`config.mk`:
```
export PLATFORM = sky130hd
export DESIGN_NAME = instruction_fetch
export DESIGN_NICKNAME = d
export VERILOG_FILES = /design/src/rtl/instruction_fetch.sv
export SDC_FILE = /design/constraint.sdc
export NUM_CORES = 1
export LEC_CHECK = 0
export ABC_AREA = 1
export CORE_MARGIN = 1
export CORE_UTILIZATION = 42
export DETAILED_ROUTE_END_ITERATION = 10
export PLACE_DENSITY = 0.83
export SKIP_LAST_GASP = 1
export SLEW_MARGIN = 20
export SYNTH_ARGS = -nofsm -noshare
export SYNTH_HDL_FRONTEND = slang
export SYNTH_SLANG_ARGS = --single-unit
```
`constraint.sdc`:
```
create_clock -name clock -period 1.2 [get_ports clock]
set_input_delay 0.12 -clock clock [delete_from_list [all_inputs] [get_ports clock]]
set_output_delay 0.12 -clock clock [all_outputs]
set_load 0.01 [all_outputs]
```
`src/rtl/instruction_fetch.sv`:
```
// Instruction fetch stage: owns the PC, drives the synchronous program memory read port and
// presents instruction / return address to IF/ID, inserting NOP bubbles where nothing is valid.
module instruction_fetch #(
    parameter int unsigned            ADDR_WIDTH   = 14,
    parameter logic [ADDR_WIDTH-1:0]  RESET_VECTOR = '0,
    parameter logic [31:0]            NOP_WORD     = 32'h0000_0000
) (
    input  logic                  clock,
    input  logic                  nreset,
    input  logic                  stall,
    input  logic                  redirect,
    input  logic [ADDR_WIDTH-1:0] redirect_addr,
    output logic [ADDR_WIDTH-1:0] imem_addr,
    output logic                  imem_en,
    input  logic [31:0]           imem_rdata,
    output logic [31:0]           instruction_out,
    output logic [ADDR_WIDTH-1:0] return_addr_out,
    output logic                  fetch_valid
);

    typedef enum logic [1:0] {StBubble, StRun, StHold} state_e;

    state_e                state_q, state_d;
    logic [ADDR_WIDTH-1:0] pc_q, pc_d;
    logic [ADDR_WIDTH-1:0] resp_pc_q, resp_pc_d;
    logic [31:0]           hold_instr_q, hold_instr_d;
    logic                  bubble;

    always_ff @(posedge clock) begin
        if (!nreset) begin
            state_q      <= StBubble;
            pc_q         <= RESET_VECTOR;
            resp_pc_q    <= '0;
            hold_instr_q <= NOP_WORD;
        end else begin
            state_q      <= state_d;
            pc_q         <= pc_d;
            resp_pc_q    <= resp_pc_d;
            hold_instr_q <= hold_instr_d;
        end
    end

    // Redirect beats stall; a stall only captures data on the RUN->HOLD edge because the
    // memory output is not guaranteed while the read port is disabled.
    always_comb begin
        state_d      = state_q;
        pc_d         = pc_q;
        resp_pc_d    = resp_pc_q;
        hold_instr_d = hold_instr_q;
        if (redirect) begin
            pc_d    = redirect_addr;
            state_d = StBubble;
        end else if (stall) begin
            if (state_q == StRun) begin
                hold_instr_d = imem_rdata;
                state_d      = StHold;
            end
        end else begin
            resp_pc_d = pc_q;
            pc_d      = pc_q + ADDR_WIDTH'(1);
            state_d   = StRun;
        end
    end

    always_comb begin
        bubble          = redirect | (state_q == StBubble);
        imem_addr       = pc_q;
        imem_en         = ~stall & ~redirect;
        fetch_valid     = ~bubble;
        instruction_out = NOP_WORD;
        return_addr_out = '0;
        if (!bubble) begin
            instruction_out = (state_q == StHold) ? hold_instr_q : imem_rdata;
            return_addr_out = resp_pc_q + ADDR_WIDTH'(1);
        end
    end

endmodule
```
; After elaboration in Yosys (flattened, before gate mapping)
; Cells that the tools add are included.
; Widths: inputs -> output; s select.
[totals]
regBits = 62
latchBits = 0
mem_bits_rw = 0
mem_bits_ro = 0
in_bits = 50
n_memories = 0
[classes]
n_addsub = 2
multipliers = 0
div_mod_pow = 0
n_lt_le_gt_ge = 0
eq_ne = 4
shifts = 0
mux = 7
bitwise = 6
reduce_logical = 5
[ops]
columns = op, count
row1 = $mux 32, 2
row2 = $mux 14, 3
row3 = $add 14x1->14 const B, 2
row4 = $ne 2x1->1 const B, 2
row5 = $not 1->1, 4
row6 = $reduce_and 3->1, 1
row7 = $reduce_or 3->1, 1
row8 = $eq 2x1->1 const B, 1
row9 = $eq 2x2->1 const B, 1
row10 = $logic_not 2->1, 1
row11 = $mux 1, 2
row12 = $reduce_and 2->1, 1
row13 = $reduce_or 2->1, 1
row14 = $and 1x1->1, 1
row15 = $or 1x1->1, 1

; Logic depth before layout (Yosys ltp)
[depth]
ltp_word = 3
mapped_depth = 9
mapped_depth_nobuf = 9

; Worst setup path before layout
; Ideal clock, no wire load.
[synth_timing]
path_type = register to output
start = reg resp_pc_q[0]
end = out return_addr_out[10]
arrival_time_ns = 1.283
required_time_ns = 1.080
path_slack_ns = -0.203
stages_incl_launch_ff = 8
path_cell_list = dfxtp_1 > ha_1 > nand3_1 > nor2_1 > nand2_1 > nor2_1 > nand2_1 > a21oi_1
[synth_via]
elab_chain_len = 2
[synth_lines]
columns = item, line
row1 = "start, declared", 25  ; logic [ADDR_WIDTH-1:0] resp_pc_q, resp_pc_d;
row2 = "start signal, assigned", 38  ; resp_pc_q <= resp_pc_d;
row3 = $add 14x1->14, 74  ; return_addr_out = resp_pc_q + ADDR_WIDTH'(1);
row4 = $mux 14, 72  ; if (!bubble) begin
row5 = "end, declared", 17  ; output logic [ADDR_WIDTH-1:0] return_addr_out,
; Every way passes these cells.

; Final worst setup path
[layout_timing]
start = reg resp_pc_q[10]
end = out return_addr_out[13]
; The elaborated chain is that of the path after synthesis.

==> results_dict.tcl <==
set metrics [dict create \
    regArea_mm2 0.00130 \
    grt_pass1_wl_um 20500 \
    clk_pin_slew_worst_paths_ns 0.08 \
    synth_seq_cells 62 \
    final_cell_mix "buf_4 (96), inv_1 (66), nand2_1 (60), o21ai_2 (48)" \
    grt_pass1_vias 4391 \
    final_cells 848 \
    syn_inst 509 \
    multi_input_area_mm2 0.00254 \
    synth_top_cell_area_share 0.369 \
    setup_violations 90 \
    cap_violations 0 \
    place.gp.congestion 0.930 \
    cts-root-buf "clkbuf_8" \
    fin_crit_sh 1.66 \
    core_region_area_mm2 0.00773 \
    grt_start_max_net_pins 48 \
    avgViaCountPerCell 5.96 \
    die_area_mm2 0.00838 \
    ys_warn_count 0 \
    die_h_um 91.5 \
    hold_class "primary input to flop" \
    antenna_found_initial 0 \
    io-pin-count 112 \
    finalNetCount 793 \
    drt-wirelength-per-cell_um 21.4 \
    slew_headroom 0.759 \
    grt.total_usage 0.309 \
    worstSetupEndpointType "output pin" \
    overflow 0 \
    max_freq_ghz 0.503 \
    slew_violations 0 \
    dp.cells 798 \
    clkLatencyLatePin_ns 0.36 \
    final_area_mm2 0.00674 \
    dp_hpwl_um 7950 \
    postRouteAntennaNets 0 \
    netlist_area_mm2 0.00337 \
    ys_seq_area_frac 0.369 \
    fillers 343 \
    leakagePower_nw 3.00 \
    cts_tree "done" \
    vias 5058 \
    post-route-drc-count 0 \
    dpl_cell_area_mm2 0.00551 \
    cp.arrival_ns 1.87 \
    htree_num_levels 3 \
    rsz0062_at_grt "yes" \
    clock_path_buffers 2 \
    final_common_cell "buf_4" \
    min_period_ns 1.99 \
    cts-buffers-inserted 9 \
    clock-skew-final_ns 0.0112 \
    cp_data_required_time_ns 1.08 \
    area_delta_synth_final_pct 100 \
    finalHoldViolations 0 \
    n_antenna_cell 0 \
    drive_gt1_frac 0.523 \
    crit_type "flop to output pin" \
    cts_sinks 62 \
    die_w_um 91.5 \
    cp_max_fo 3 \
    first_pass_iters 5 \
    status "complete, but fails checks" \
    fin_ws_ns -0.789 \
    yosysUniqueCellTypes 32 \
    irDropWorstVdd_v 0.000598 \
    first_iter_violations 513 \
    worst_pin_slew_ns 0.358 \
    critPathLaunchType "flop" \
    synth.avg_cell_area_um2 6.61 \
    powerDensity_mw_per_mm2 848 \
    synthTopCellsByArea "dfxtp_1 (37%), a21oi_1 (11%), o21ai_0 (8.9%)" \
    synth_area_leader_cell "dfxtp_1" \
    finalPower_w 0.00572 \
    finish.utilization 0.872 \
    io_buffer_count 111 \
    violations "setup timing" \
    totalWireLength_um 18100 \
    std_cell_rows 32 \
    synth.net_count 561 \
    initial_utilization 0.436 \
]
==> cells in the mapped netlist <==
| library cell | number |
|---|---|
| a21oi_1 | 76 |
| nand2_1 | 73 |
| inv_1 | 70 |
| dfxtp_1 | 62 |
| o21ai_0 | 60 |
| nor2_1 | 55 |
| o21ai_1 | 28 |
| nand3_1 | 19 |
| buf_2 | 13 |
| buf_6 | 6 |
| clkbuf_1 | 6 |
| a211oi_1 | 5 |
| nand4_1 | 5 |
| nor3_1 | 5 |
| nand3b_1 | 4 |
| buf_4 | 3 |
| a31oi_1 | 2 |
| ha_1 | 2 |
| xor2_1 | 2 |
| clkinv_1 | 1 |
| inv_2 | 1 |
| inv_6 | 1 |
| nand2_2 | 1 |
| nand2_4 | 1 |
| nor2_4 | 1 |
| nor2_8 | 1 |
| nor3b_1 | 1 |
| o211ai_1 | 1 |
| o21ai_2 | 1 |
| o21bai_1 | 1 |
| or2_0 | 1 |
| or2_1 | 1 |
==> state kept, by name, indices dropped and copies added, names as in the netlist <==
register / cells
resp_pc_q: 14
state_q: 2
imem_addr: 14
hold_instr_q: 32
==> layer usage <==
metal | global-route usage | vias to the layer above | wire length (um)
met5 | 0 | - | 0
met4 | 0.163 | 0 | 1320
met3 | 0.0494 | 134 | 1520
met2 | 0.565 | 430 | 8800
met1 | 0.341 | 2349 | 6480
li1 | - | 2145 | -
==> repair_timing <==
action,4_1_cts,5_1_grt
resized for setup,200,239
buffers inserted,7,14
pin swaps,25,36
hold buffers,0,0
gates cloned,2,12
setup endpoints to repair,116,96
==> worst max-delay path, cell delays in order, from the launching register on <==
cell	delay (ns)
dfxtp_1	0.35
nand2_1	0.13
nor2_4	0.17
nand3_2	0.15
o21ai_2	0.27
nand2_1	0.12
nor2_1	0.16
clkbuf_2	0.16
==> final cells by class <==
class / instances / area share
timing repair buffer: 248 / 0.335
sequential: 62 / 0.192
inverter: 73 / 0.0425
tap: 102 / 0.0189
clock inverter: 5 / 0.0121
clock buffer: 11 / 0.0225
multi-input combinational: 347 / 0.376
==> stage by stage <==
| stage | TNS, ns | hold WS (ns) | setup WS [ns] |
|---|---|---|---|
| after CTS | -26.31 | 0.342 | -0.633 |
| after floorplan | -0.127 | 0.285 | -0.0631 |
| after detailed placement | -60.74 | 0.512 | -0.857 |
| after global placement | -58.25 | 0.505 | -0.842 |
| after global routing | -37.63 | 0.364 | -0.825 |
| final | -34.79 | 0.340 | -0.789 |
==> kinds of logic after synthesis <==
group                      count (synthesis)  share of synthesized area
adders and majority gates                  2                    0.00743
and+or+nand+nor                          168                      0.217
buffers and inverters                    101                      0.136
AOI/OAI and AO/OA                        174                      0.266
DFF                                       62                      0.369
xor gates and xnor gates                   2                    0.00521
==> path summary, 6_finish.rpt <==
kind	startpoint	endpoint	slack, ns	cells after the start
setup / recovery	resp_pc_q[10]	return_addr_out[13]	-0.79	7
setup reg to reg	state_q[1]	hold_instr_q[10]	-0.33	8
hold reg to reg	hold_instr_q[5]	hold_instr_q[5]	0.55	2
hold / removal	redirect_addr[2]	imem_addr[2]	0.34	3
==> power by group <==
| part | total, W | internal (W) | leakage (nW) | switching, W |
|---|---|---|---|---|
| clock network | 0.00224 | 0.00128 | 0.116 | 0.000956 |
| logic | 0.00123 | 0.000607 | 2.37 | 0.000625 |
| registers | 0.00224 | 0.00213 | 0.517 | 0.000109 |
| total | 0.00572 | 0.00402 | 3.00 | 0.00169 |
Note: power is estimated with default switching activity, not from simulation.
